===== config.mk =====
export PLATFORM = sky130hd
export DESIGN_NAME = light_fader
export DESIGN_NICKNAME = d
export VERILOG_FILES = /design/src/rtl/light_fader.sv
export SDC_FILE = /design/constraint.sdc
export NUM_CORES = 1
export LEC_CHECK = 0
export BUFFER_PORTS_ARGS = -buffer_cell sky130_fd_sc_hd__buf_4
export CORE_MARGIN = 2
export CORE_UTILIZATION = 61
export DETAILED_ROUTE_END_ITERATION = 10
export PLACE_DENSITY_LB_ADDON = 0.2
export SYNTH_ARGS = -nofsm -noshare
export SYNTH_HDL_FRONTEND = slang
export SYNTH_SLANG_ARGS = --single-unit

===== constraint.sdc =====
create_clock -name clk -period 10.6 [get_ports clk]
set_input_delay 2.12 -clock clk [delete_from_list [all_inputs] [get_ports clk]]
set_output_delay 2.12 -clock clk [all_outputs]
set_load 0.05 [all_outputs]

===== src/rtl/light_fader.sv =====
// light_fader: brightness ramp generator feeding the PWM pulse_width input.
// A request latches a target duty and a step rate; pulse_width then walks
// one LSB per (rate * PRESCALE) clk cycles until it reaches the target.
//
//   state | meaning
//   ------+-----------------------------------------------------------
//   IDLE  | waiting for start; ready=1; same-value and rate=0 requests
//         | complete here without leaving IDLE
//   RAMP  | stepping pulse_width toward target_q; busy=1; start ignored
module light_fader #(
    parameter int PRESCALE = 1000
) (
    input  logic       clk,
    input  logic       rst,
    input  logic       start,
    input  logic [7:0] target,
    input  logic [7:0] rate,
    output logic       ready,
    output logic       busy,
    output logic       done,
    output logic [7:0] pulse_width
);

    localparam int PW = (PRESCALE > 1) ? $clog2(PRESCALE) : 1;
    localparam logic [PW-1:0] PRE_LAST = PW'(PRESCALE - 1);

    typedef enum logic {
        IDLE = 1'b0,
        RAMP = 1'b1
    } state_t;

    state_t        state_q;
    logic [PW-1:0] presc_q;
    logic [7:0]    tick_q;
    logic [7:0]    target_q;
    logic [7:0]    rate_q;
    logic [7:0]    pw_q;
    logic          done_q;

    logic          presc_wrap_d;
    logic          tick_wrap_d;
    logic          step_d;
    logic [7:0]    pw_step_d;

    // Tick/step decode and the one-LSB move toward the latched target.
    // rate_q is at least 1 whenever RAMP is active, so rate_q-1 never wraps there.
    always_comb begin
        presc_wrap_d = (presc_q == PRE_LAST);
        tick_wrap_d  = (tick_q == (rate_q - 8'd1));
        step_d       = presc_wrap_d && tick_wrap_d;
        pw_step_d    = (pw_q < target_q) ? (pw_q + 8'd1) : (pw_q - 8'd1);
    end

    // Control FSM with prescaler, tick counter and the registered duty output.
    always_ff @(posedge clk) begin
        if (rst) begin
            state_q  <= IDLE;
            presc_q  <= '0;
            tick_q   <= '0;
            target_q <= '0;
            rate_q   <= '0;
            pw_q     <= '0;
            done_q   <= 1'b0;
        end else begin
            done_q <= 1'b0;
            case (state_q)
                IDLE: begin
                    if (start) begin
                        target_q <= target;
                        rate_q   <= rate;
                        if (target == pw_q) begin
                            done_q <= 1'b1;
                        end else if (rate == 8'd0) begin
                            pw_q   <= target;
                            done_q <= 1'b1;
                        end else begin
                            state_q <= RAMP;
                            presc_q <= '0;
                            tick_q  <= '0;
                        end
                    end
                end
                RAMP: begin
                    presc_q <= presc_wrap_d ? '0 : (presc_q + PW'(1));
                    if (presc_wrap_d) begin
                        tick_q <= tick_wrap_d ? 8'd0 : (tick_q + 8'd1);
                    end
                    if (step_d) begin
                        pw_q <= pw_step_d;
                        // Leaving RAMP on the landing edge makes the first cycle
                        // at the target show done=1 together with ready=1.
                        if (pw_step_d == target_q) begin
                            state_q <= IDLE;
                            done_q  <= 1'b1;
                        end
                    end
                end
                default: state_q <= IDLE;
            endcase
        end
    end

    assign ready       = (state_q == IDLE);
    assign busy        = (state_q == RAMP);
    assign done        = done_q;
    assign pulse_width = pw_q;

endmodule


==> results of run 1 <==
-- routing by layer --
metal  GRT usage, %  vias up
met5              0        -
met4           5.45        0
met3           4.12        6
met2           43.2       86
met1           37.7     1359
li1               -     1374
-- worst max-delay path: stages (launching register included) --
cell and delay (ns):
dfxtp_1 0.45, ha_1 0.27, nor2b_1 0.13, o211ai_1 0.27
and2_1 0.21, nor2_1 0.04, o21ai_0 0.16, nand2b_1 0.24
ha_1 0.36, a21o_1 0.19, nand4_1 0.08, nand3_1 0.14
a31oi_1 0.34, xnor3_1 0.36, or4_1 0.61, nor3b_2 0.19
-- registers in the layout, summed over array words and instances (netlist names) --
register,count
done,1
tick_q,8
rate_q,8
busy,1
target_q,8
presc_q,10
pulse_width,8
-- how the worst max path moves through the flow --
stage | startpoint | to | slack, ns
after global routing | pulse_width[1] | busy | 6.15
after detailed placement | rate[4] | presc_q[6] | 6.46
after CTS | pulse_width[1] | busy | 6.49
final | pulse_width[1] | busy | 6.43
after floorplan | pulse_width[1] | busy | 6.70
after global placement | rate[4] | presc_q[6] | 6.49
-- cell families after synthesis --
group,count (synthesis)
AO/OA/AOI/OAI,93
XOR/XNOR,30
adder cells (fa/ha/maj),19
buffers and inverters,30
flip-flops,44
multiplexers,8
AND/OR/NAND/NOR,148
-- stage by stage --
step	cell area [µm²]	hold slack, ns	total power [mW]
2_1_floorplan	2950	0.436	0.237
3_3_place_gp	3170	0.444	0.254
3_5_place_dp	3170	0.458	0.256
4_1_cts	3260	0.469	0.363
5_1_grt	3260	0.489	0.379
6_report	3260	0.464	0.362
-- area by class of cell --
class                   count  area (µm²)  share of cell area [%]
multi-input cells         298        1940                    59.4
flip-flops and latches     44         881                    27.0
well taps                  54        67.6                    2.07
clock inverters             2        10.0                   0.307
inverters                  15        56.3                    1.73
clock buffers               6        82.6                    2.53
repair buffers             30         225                    6.91
-- synth_stat cells, types with 2 or more instances --
| library cell | n |
|---|---|
| nand2_1 | 52 |
| dfxtp_1 | 44 |
| a21oi_1 | 43 |
| nor2_1 | 26 |
| ha_1 | 18 |
| nand3_1 | 16 |
| xor2_1 | 16 |
| inv_1 | 15 |
| o21ai_0 | 15 |
| xnor2_1 | 13 |
| clkbuf_1 | 11 |
| and3_1 | 8 |
| mux2i_1 | 8 |
| a211oi_1 | 7 |
| nor2b_1 | 7 |
| or4_1 | 7 |
| a21o_1 | 6 |
| nand3b_1 | 5 |
| a31oi_1 | 4 |
| nand2b_1 | 4 |
| nand4b_1 | 4 |
| a311oi_1 | 3 |
| nand4_1 | 3 |
| nor3b_1 | 3 |
| nor4_1 | 3 |
| or3_1 | 3 |
| a32oi_1 | 2 |
| a41oi_1 | 2 |
| buf_1 | 2 |
| buf_6 | 2 |
| o211ai_1 | 2 |
| o21a_1 | 2 |
-- report_power, final --
part / internal, mW / switching (mW) / leakage [nW]
Combinational: 0.0330 / 0.0448 / 0.961
Clock: 0.0521 / 0.0561 / 0.0510
Sequential: 0.170 / 0.00613 / 0.357
==> flow_summary_export.csv, run 1 <==
group,metric,value,unit
power,max-vdd-ir-drop,114,µV
clock_network,clk_transition_reported_paths,0.08,ns
cells_and_area,drive_gt1_share,10.9,%
critical_path,worstPathRequired,10.76,ns
placement,dp_hpwl,5.04,mm
logic_synthesis,synth_nets,410,
timing,tns,0,ns
global_routing,grt_max_degree,50,
logic_synthesis,yosys.area.top_type,"dfxtp_1",
logic_synthesis,seq_area_frac_synth,29.9,%
critical_path,critical_path.max_fanout,8,
cells_and_area,syn_to_final_growth,10.7,%
timing,finalClockSkew,0.00230,ns
critical_path,cp.arrival,4.33,ns
clock_network,post_cts_buffers,0,
die,ios,30,
timing,finalMaxSlewViolations,0,
logic_synthesis,yosys_warnings,0,
logic_synthesis,synth-simple-area-share,26.2,%
logic_synthesis,synth_seq_cells,44,
clock_network,htree_num_levels,2,
drt,vias,2825,
cells_and_area,utilization,69.5,%
global_routing,grt_pass1_wl,11.6,mm
timing,max_slew_margin,39.1,%
logic_synthesis,muxShareOfSynthArea,2.72,%
power,powerDensity,111,nW/µm²
placement,dp_cells,441,
cells_and_area,fill_cells,393,
logic_synthesis,synth-xor-area-share,9.38,%
critical_path,timing.rr.end,"busy",
drt,wl_per_cell,15.3,µm
drt,drt-total-wl,6.85,mm
critical_path,startpoint_type,"register",
critical_path,r2r_slack,6.43,ns
timing,fmax,240,MHz
logic_synthesis,synthAdderAreaFrac,8.32,%
clock_network,root_buffer,"clkbuf_8",
critical_path,reg2reg_depth,15,
drt,drt.antenna.violating_nets,0,
critical_path,critPathCaptureType,"register",
die,fp.dieArea,5400,µm²
worst_hold_path,min_path_type,"register to register",
die,rows,25,
logic_synthesis,synth_compound_area_share,19.2,%
drt,met1_length,3.20,mm
logic_synthesis,synthFlopType,"dfxtp_1",
cells_and_area,final-instance-count-excl-fill,449,
timing,fin_ws,6.43,ns
worst_hold_path,hp-start,"target_q[3]",
die,die_w,73.5,µm
logic_synthesis,syn_area,2950,µm²
timing,rsz0062_at_grt,"no",
flow_run,drv_cap,0,
cells_and_area,diodes,0,
clock_network,cts_tree,"built",
global_routing,grt_use_total,26.6,%
logic_synthesis,synth_edf_count,0,
power,p_leak,1.37,nW
drt,wl_met3,368,µm
logic_synthesis,yosysUniqueCellTypes,48,
drt,via_per_inst,6.29,
logic_synthesis,avgSynthCellArea,7.92,µm²
placement,place_ws,6.46,ns
clock_network,worstSkewPairLatency,0.29,ns
global_routing,grt_remaining_overflow,0,
cells_and_area,mostFrequentLayoutCells,"nand2_1, dfxtp_1, a21oi_1",
timing,finalHoldViolCount,0,
timing,period_share,39.3,%
cells_and_area,fin_nets,432,
drt,drc,0,
drt,wl_met2,3.22,mm
critical_path,path_class,"register to register",
timing,fin_crit,4.17,ns
logic_synthesis,ys_top_cells_by_area,"dfxtp_1, ha_1, a21oi_1",
timing,worstMarginPinSlew,0.913,ns
clock_network,clock-sinks,44,
global_routing,grt_pass1_vias,2604,
worst_hold_path,hold_depth,2,
logic_synthesis,synth_top_area_share,29.9,%
clock_network,cts_resized,0,
clock_network,cts_hold_buf,0,
drt,drt-initial-drc-count,235,
critical_path,timing.rr.start,"pulse_width[1]",
drt,topRoutingLayerUsed,"met4",
placement,port_buffers,29,
die,die_height,73.5,µm
cells_and_area,final_common_cell,"nand2_1",
die,coreArea,4690,µm²
logic_synthesis,synth_top_family_by_area,"simple AND/OR/NAND/NOR gates",
timing,setup_viol,0,
clock_network,cts_made_buffers,5,
placement,gp_congestion,0.855,
drt,firstDrtPassIters,5,
worst_hold_path,min_to,"target_q[3]",
outcome,outcome,"complete, no violations",
clock_network,cts_buffer_depth,2,
logic_synthesis,synthArstFlopShare,0,%
logic_synthesis,syn_inst,372,
die,start_util,62.8,%
global_routing,grt_antenna_before_repair,0,
Note: power is estimated with default switching activity, not from simulation.
==> run 2: changes to the inputs <==
- CORE_UTILIZATION: 61 -> 54
- clock period: 10.6 -> 3.8 ns (I/O delays scaled with it)
==> flow_summary_export.csv, run 2 (synthesis results as in run 1) <==
group,metric,value,unit
timing,finalClockSkew,0.00574,ns
die,ios,30,
clock_network,cts_hold_buf,0,
power,p_comb_share,24.9,%
cells_and_area,multi_input_area,1970,µm²
timing,fin_ws,0.0150,ns
clock_network,htree_num_levels,2,
cells_and_area,fin_nets,447,
global_routing,grt_max_degree,50,
power,max-vdd-ir-drop,224,µV
cells_and_area,mostFrequentLayoutCells,"nand2_1, buf_4, a21oi_1",
cells_and_area,ff_latch_area,883,µm²
clock_network,cts_made_buffers,5,
placement,dp_hpwl,5.58,mm
drt,drt.antenna.violating_nets,0,
placement,port_buffers,29,
worst_hold_path,min_path_type,"register to register",
cells_and_area,final_common_cell,"nand2_1",
cells_and_area,fill_cells,463,
die,die_w,77.9,µm
drt,drc,0,
timing,hold_slack,0.461,ns
die,coreArea,5170,µm²
critical_path,critPathCaptureType,"register",
cells_and_area,regMostFlops,"presc_q",
drt,firstDrtPassIters,5,
cells_and_area,syn_to_final_growth,15.8,%
timing,period_share,99.6,%
power,p_sw,0.316,mW
timing,fmax,264,MHz
clock_network,root_buffer,"clkbuf_8",
drt,drt-total-wl,7.64,mm
cells_and_area,stdcell_area,3410,µm²
global_routing,grt_pass1_wl,12.3,mm
timing,fin_crit,3.78,ns
timing,max_slew_margin,56.7,%
cells_and_area,drive_gt1_share,15.6,%
cells_and_area,diodes,0,
die,start_util,57.0,%
global_routing,grt_use_total,25.0,%
power,p_total,1.02,mW
timing,worstMarginPinSlew,0.647,ns
die,die_height,77.9,µm
power,power_frac_clock,27.7,%
critical_path,worstPathRequired,3.97,ns
power,power_frac_seq,47.4,%
drt,drt-initial-drc-count,227,
clock_network,clk_transition_reported_paths,0.08,ns
power,powerDensity,299,nW/µm²
power,power.internal,0.705,mW
clock_network,cts_tree,"built",
power,p_leak,1.44,nW
die,rows,26,
drt,via_per_inst,6.03,
placement,gp_congestion,0.915,
clock_network,cts_buffer_depth,2,
die,fp.dieArea,6060,µm²
timing,setup_viol,0,
clock_network,worstSkewPairLatency,0.30,ns
flow_run,drv_cap,0,
outcome,outcome,"complete, no violations",
clock_network,clock-sinks,44,
timing,finalHoldViolCount,0,
placement,dpl-instance-area,3280,µm²
power,p_sw_share,31.0,%
drt,vias,2886,
critical_path,startpoint_type,"register",
timing,finalMaxSlewViolations,0,
critical_path,cp.arrival,3.96,ns
global_routing,grt_remaining_overflow,0,
cells_and_area,largest_register_ffs,10,
global_routing,grt_pass1_vias,2559,
critical_path,critical_path.max_fanout,8,
global_routing,grt_antenna_before_repair,0,
placement,place_ws,-0.00241,ns
critical_path,path_class,"register to register",
drt,wl_per_cell,15.9,µm
[run 2: critical path, stage by stage, from the launching register on]
cell,delay [ns]
dfxtp_1,0.36
inv_1,0.06
ha_1,0.26
nor2b_1,0.13
o211ai_1,0.26
and2_1,0.19
nor2_1,0.06
o21ai_2,0.19
nand2b_4,0.12
buf_4,0.15
ha_1,0.32
nand4_1,0.11
nand3_1,0.15
a31oi_4,0.26
xnor3_1,0.33
or4_1,0.54
nor3b_2,0.18
[run 2: worst paths after layout]
kind                  to  depth (start not counted)  slack, ns        start
max                 busy                         16       0.02  target_q[1]
min          target_q[5]                          2       0.46  target_q[5]
max reg2reg         busy                         16       0.02  target_q[1]
min reg2reg  target_q[5]                          2       0.46  target_q[5]
[run 2: routing by layer]
| layer | routed length (µm) | vias to the layer above | share of wire (%) | GRT usage (%) |
|---|---|---|---|---|
| met5 | 0 | - | 0 | 0 |
| met4 | 122 | 0 | 1.6 | 7.32 |
| met3 | 464 | 17 | 6.1 | 3.95 |
| met2 | 3590 | 102 | 47 | 39.3 |
| met1 | 3460 | 1363 | 45 | 35.4 |
| li1 | - | 1404 | - | - |
[run 2: through the flow]
step                      setup TNS (ns)  std cells  utilization (%)
after floorplan                        0        372                -
after global placement                 0        469             63.4
after detailed placement        -0.00241        469             63.4
after CTS                              0        476             65.0
after global routing              -0.164        479             66.0
final                                  0        479             66.0
[run 2: cell type report]
| type | instances | area share [%] |
|---|---|---|
| clock buffers | 6 | 2.13 |
| inverters | 15 | 1.65 |
| repair buffers | 45 | 9.90 |
| multi-input cells | 298 | 57.7 |
| flip-flops and latches | 44 | 25.9 |
| clock inverters | 1 | 0.147 |
| well taps | 70 | 2.57 |
[run 2: power by group through the flow]
stage          Sequential [mW]  Combinational [mW]  Clock (mW)
6_report                 0.484               0.254       0.283
4_1_cts                  0.484               0.233       0.285
3_5_place_dp             0.495               0.230           0
3_3_place_gp             0.494               0.223           0
2_1_floorplan            0.496               0.164           0
5_1_grt                  0.486               0.276       0.304
[run 2: what timing repair did]
item | in CTS | in global routing
endpoints found under the setup margin | 1 | 2
buffers inserted | 0 | 3
gates resized for setup | 1 | 9
pin swaps | 0 | 4
==> run 3: changes to the inputs <==
- SETUP_SLACK_MARGIN: unset -> 0.02
==> flow_summary_export.csv, run 3 (synthesis results as in run 1) <==
group,metric,value,unit
timing,fmax,279,MHz
clock_network,cts_hold_buf,0,
clock_network,cts_tree,"built",
die,start_util,57.0,%
placement,dpl-instance-area,3270,µm²
global_routing,grt_pass1_vias,2669,
clock_network,clk_transition_reported_paths,0.09,ns
cells_and_area,regMostFlops,"presc_q",
cells_and_area,mostFrequentLayoutCells,"nand2_1, buf_4, a21oi_1",
critical_path,cp_common_cell,"ha_1",
worst_hold_path,min_path_type,"register to register",
critical_path,cp_slowest_cell,"or4_1",
cells_and_area,diodes,0,
global_routing,grt_pass1_wl,12.3,mm
cells_and_area,fin_nets,447,
die,ios,30,
timing,period_share,94.2,%
critical_path,path_class,"register to register",
worst_hold_path,hold_depth,2,
power,p_sw_share,29.3,%
cells_and_area,syn_to_final_growth,18.5,%
timing,finalClockSkew,0.0102,ns
worst_hold_path,min_to,"target_q[3]",
clock_network,cts_made_buffers,5,
power,power_frac_clock,34.3,%
cells_and_area,stdcell_area,3490,µm²
critical_path,max_stage_delay,0.54,ns
clock_network,clock-sinks,44,
cells_and_area,largest_register_ffs,10,
critical_path,timing.rr.end,"busy",
placement,dp_hpwl,5.27,mm
outcome,outcome,"complete, no violations",
drt,vias,2814,
drt,via_per_inst,5.86,
die,fp.dieArea,6060,µm²
die,die_w,77.9,µm
drt,drt-initial-drc-count,238,
drt,drc,0,
critical_path,cp_top_family,"simple AND/OR/NAND/NOR gates",
clock_network,cts_buffer_depth,2,
timing,finalHoldViolCount,0,
timing,max_slew_margin,55.5,%
critical_path,timing.rr.start,"target_q[1]",
timing,finalMaxSlewViolations,0,
drt,firstDrtPassIters,4,
global_routing,grt_use_total,25.1,%
global_routing,grt_remaining_overflow,0,
global_routing,grt_max_degree,50,
cells_and_area,drive_gt1_share,17.1,%
clock_network,root_buffer,"clkbuf_8",
power,max-vdd-ir-drop,260,µV
power,powerDensity,325,nW/µm²
timing,rsz0062_at_grt,"no",
power,p_leak,1.47,nW
drt,drt-total-wl,7.46,mm
timing,worstMarginPinSlew,0.665,ns
die,rows,26,
critical_path,worstPathRequired,3.98,ns
die,coreArea,5170,µm²
cells_and_area,fill_cells,438,
placement,gp_congestion,0.924,
critical_path,r2r_slack,0.22,ns
critical_path,critPathBufInv,1,
timing,tns,0,ns
worst_hold_path,hp-start,"target_q[3]",
flow_run,drv_cap,0,
placement,port_buffers,29,
global_routing,grt_antenna_before_repair,0,
critical_path,setup.worst_path.start,"target_q[1]",
timing,setup_viol,0,
die,die_height,77.9,µm
critical_path,cp.arrival,3.76,ns
cells_and_area,final-instance-count-excl-fill,480,
clock_network,worstSkewPairLatency,0.30,ns
power,p_sw,0.332,mW
timing,fin_crit,3.58,ns
critical_path,reg2reg_depth,16,
critical_path,startpoint_type,"register",
critical_path,critical_path.max_fanout,7,
drt,drt.antenna.violating_nets,0,
placement,dp_cells,468,
power,p_total,1.14,mW
critical_path,path_cells,"inv_1, ha_1, nor2b_1, o211ai_1, and2_1, nor2_1, o21ai_1, nand2b_2, ha_1, a21o_1, nand4_1, nand3_2, a31oi_4, xnor3_1, or4_1, nor3b_2",
power,power_frac_seq,42.6,%
cells_and_area,final_common_cell,"nand2_1",
clock_network,htree_num_levels,2,
power,power.internal,0.803,mW
power,p_comb_share,23.1,%
drt,wl_per_cell,15.5,µm
critical_path,critPathCaptureType,"register",
==> run 3: cell count changes in the layout (fill, tap and decap cells not counted), sizes merged <==
cell    before  now
bufinv       0    1
==> run 3: timing repair <==
action	CTS	global route
setup buffers	1	3
gates resized for setup	0	14
pin swaps	0	7
setup endpoints to repair	1	2
==> run 3: worst max path at each step <==
| stage | endpoint | cells past startpoint |
|---|---|---|
| 4_1_cts | busy | 16 |
| 2_1_floorplan | busy | 13 |
| 5_1_grt | busy | 16 |
| 3_3_place_gp | busy | 16 |
| 6_report | busy | 16 |
| 3_5_place_dp | busy | 16 |
==> run 3: metal layers <==
metal  global-route usage [%]  part of all wire [%]  wire (µm)  vias up
li1                         -                     -          -     1405
met1                     34.4                    47       3510     1309
met2                     40.1                    46       3430       93
met3                     4.65                   6.0        444        7
met4                     7.68                  0.99         74        0
met5                        0                     0          0        -
==> run 3: cell type report <==
type                       instances  area (µm²)  share of cell area, %
sequential                        44         885                   25.3
tap                               70        87.6                   2.51
timing repair buffer              45         338                   9.68
clock buffer                       6        82.6                   2.37
inverter                          15        56.3                   1.61
clock inverter                     2        38.8                   1.11
multi-input combinational        298        2000                   57.4
==> run 3: power by group through the flow <==
stage                     Sequential (mW)  Combinational (mW)  Clock, mW
after floorplan                     0.496               0.164          0
after global placement              0.494               0.224          0
after detailed placement            0.495               0.227          0
after CTS                           0.484               0.233      0.394
after global routing                0.486               0.286      0.411
final                               0.484               0.262      0.389
==> run 3: worst reg2reg max path: stages, from the launching register on <==
cell and delay, ns:
dfxtp_1 0.34, inv_1 0.05, ha_1 0.25, nor2b_1 0.13
o211ai_1 0.20, and2_1 0.17, nor2_1 0.04, o21ai_1 0.16
nand2b_2 0.16, ha_1 0.33, a21o_1 0.20, nand4_1 0.10
nand3_2 0.13, a31oi_4 0.19, xnor3_1 0.32, or4_1 0.54
nor3b_2 0.17
==> run 3: per-stage QoR <==
stage	hold slack, ns	util, %	setup WS, ns
6_report	0.459	67.5	0.221
5_1_grt	0.496	67.5	0.0168
4_1_cts	0.462	65.8	0.0427
3_5_place_dp	0.450	63.3	0.0326
3_3_place_gp	0.442	63.3	0.152
2_1_floorplan	0.436	-	0.0646
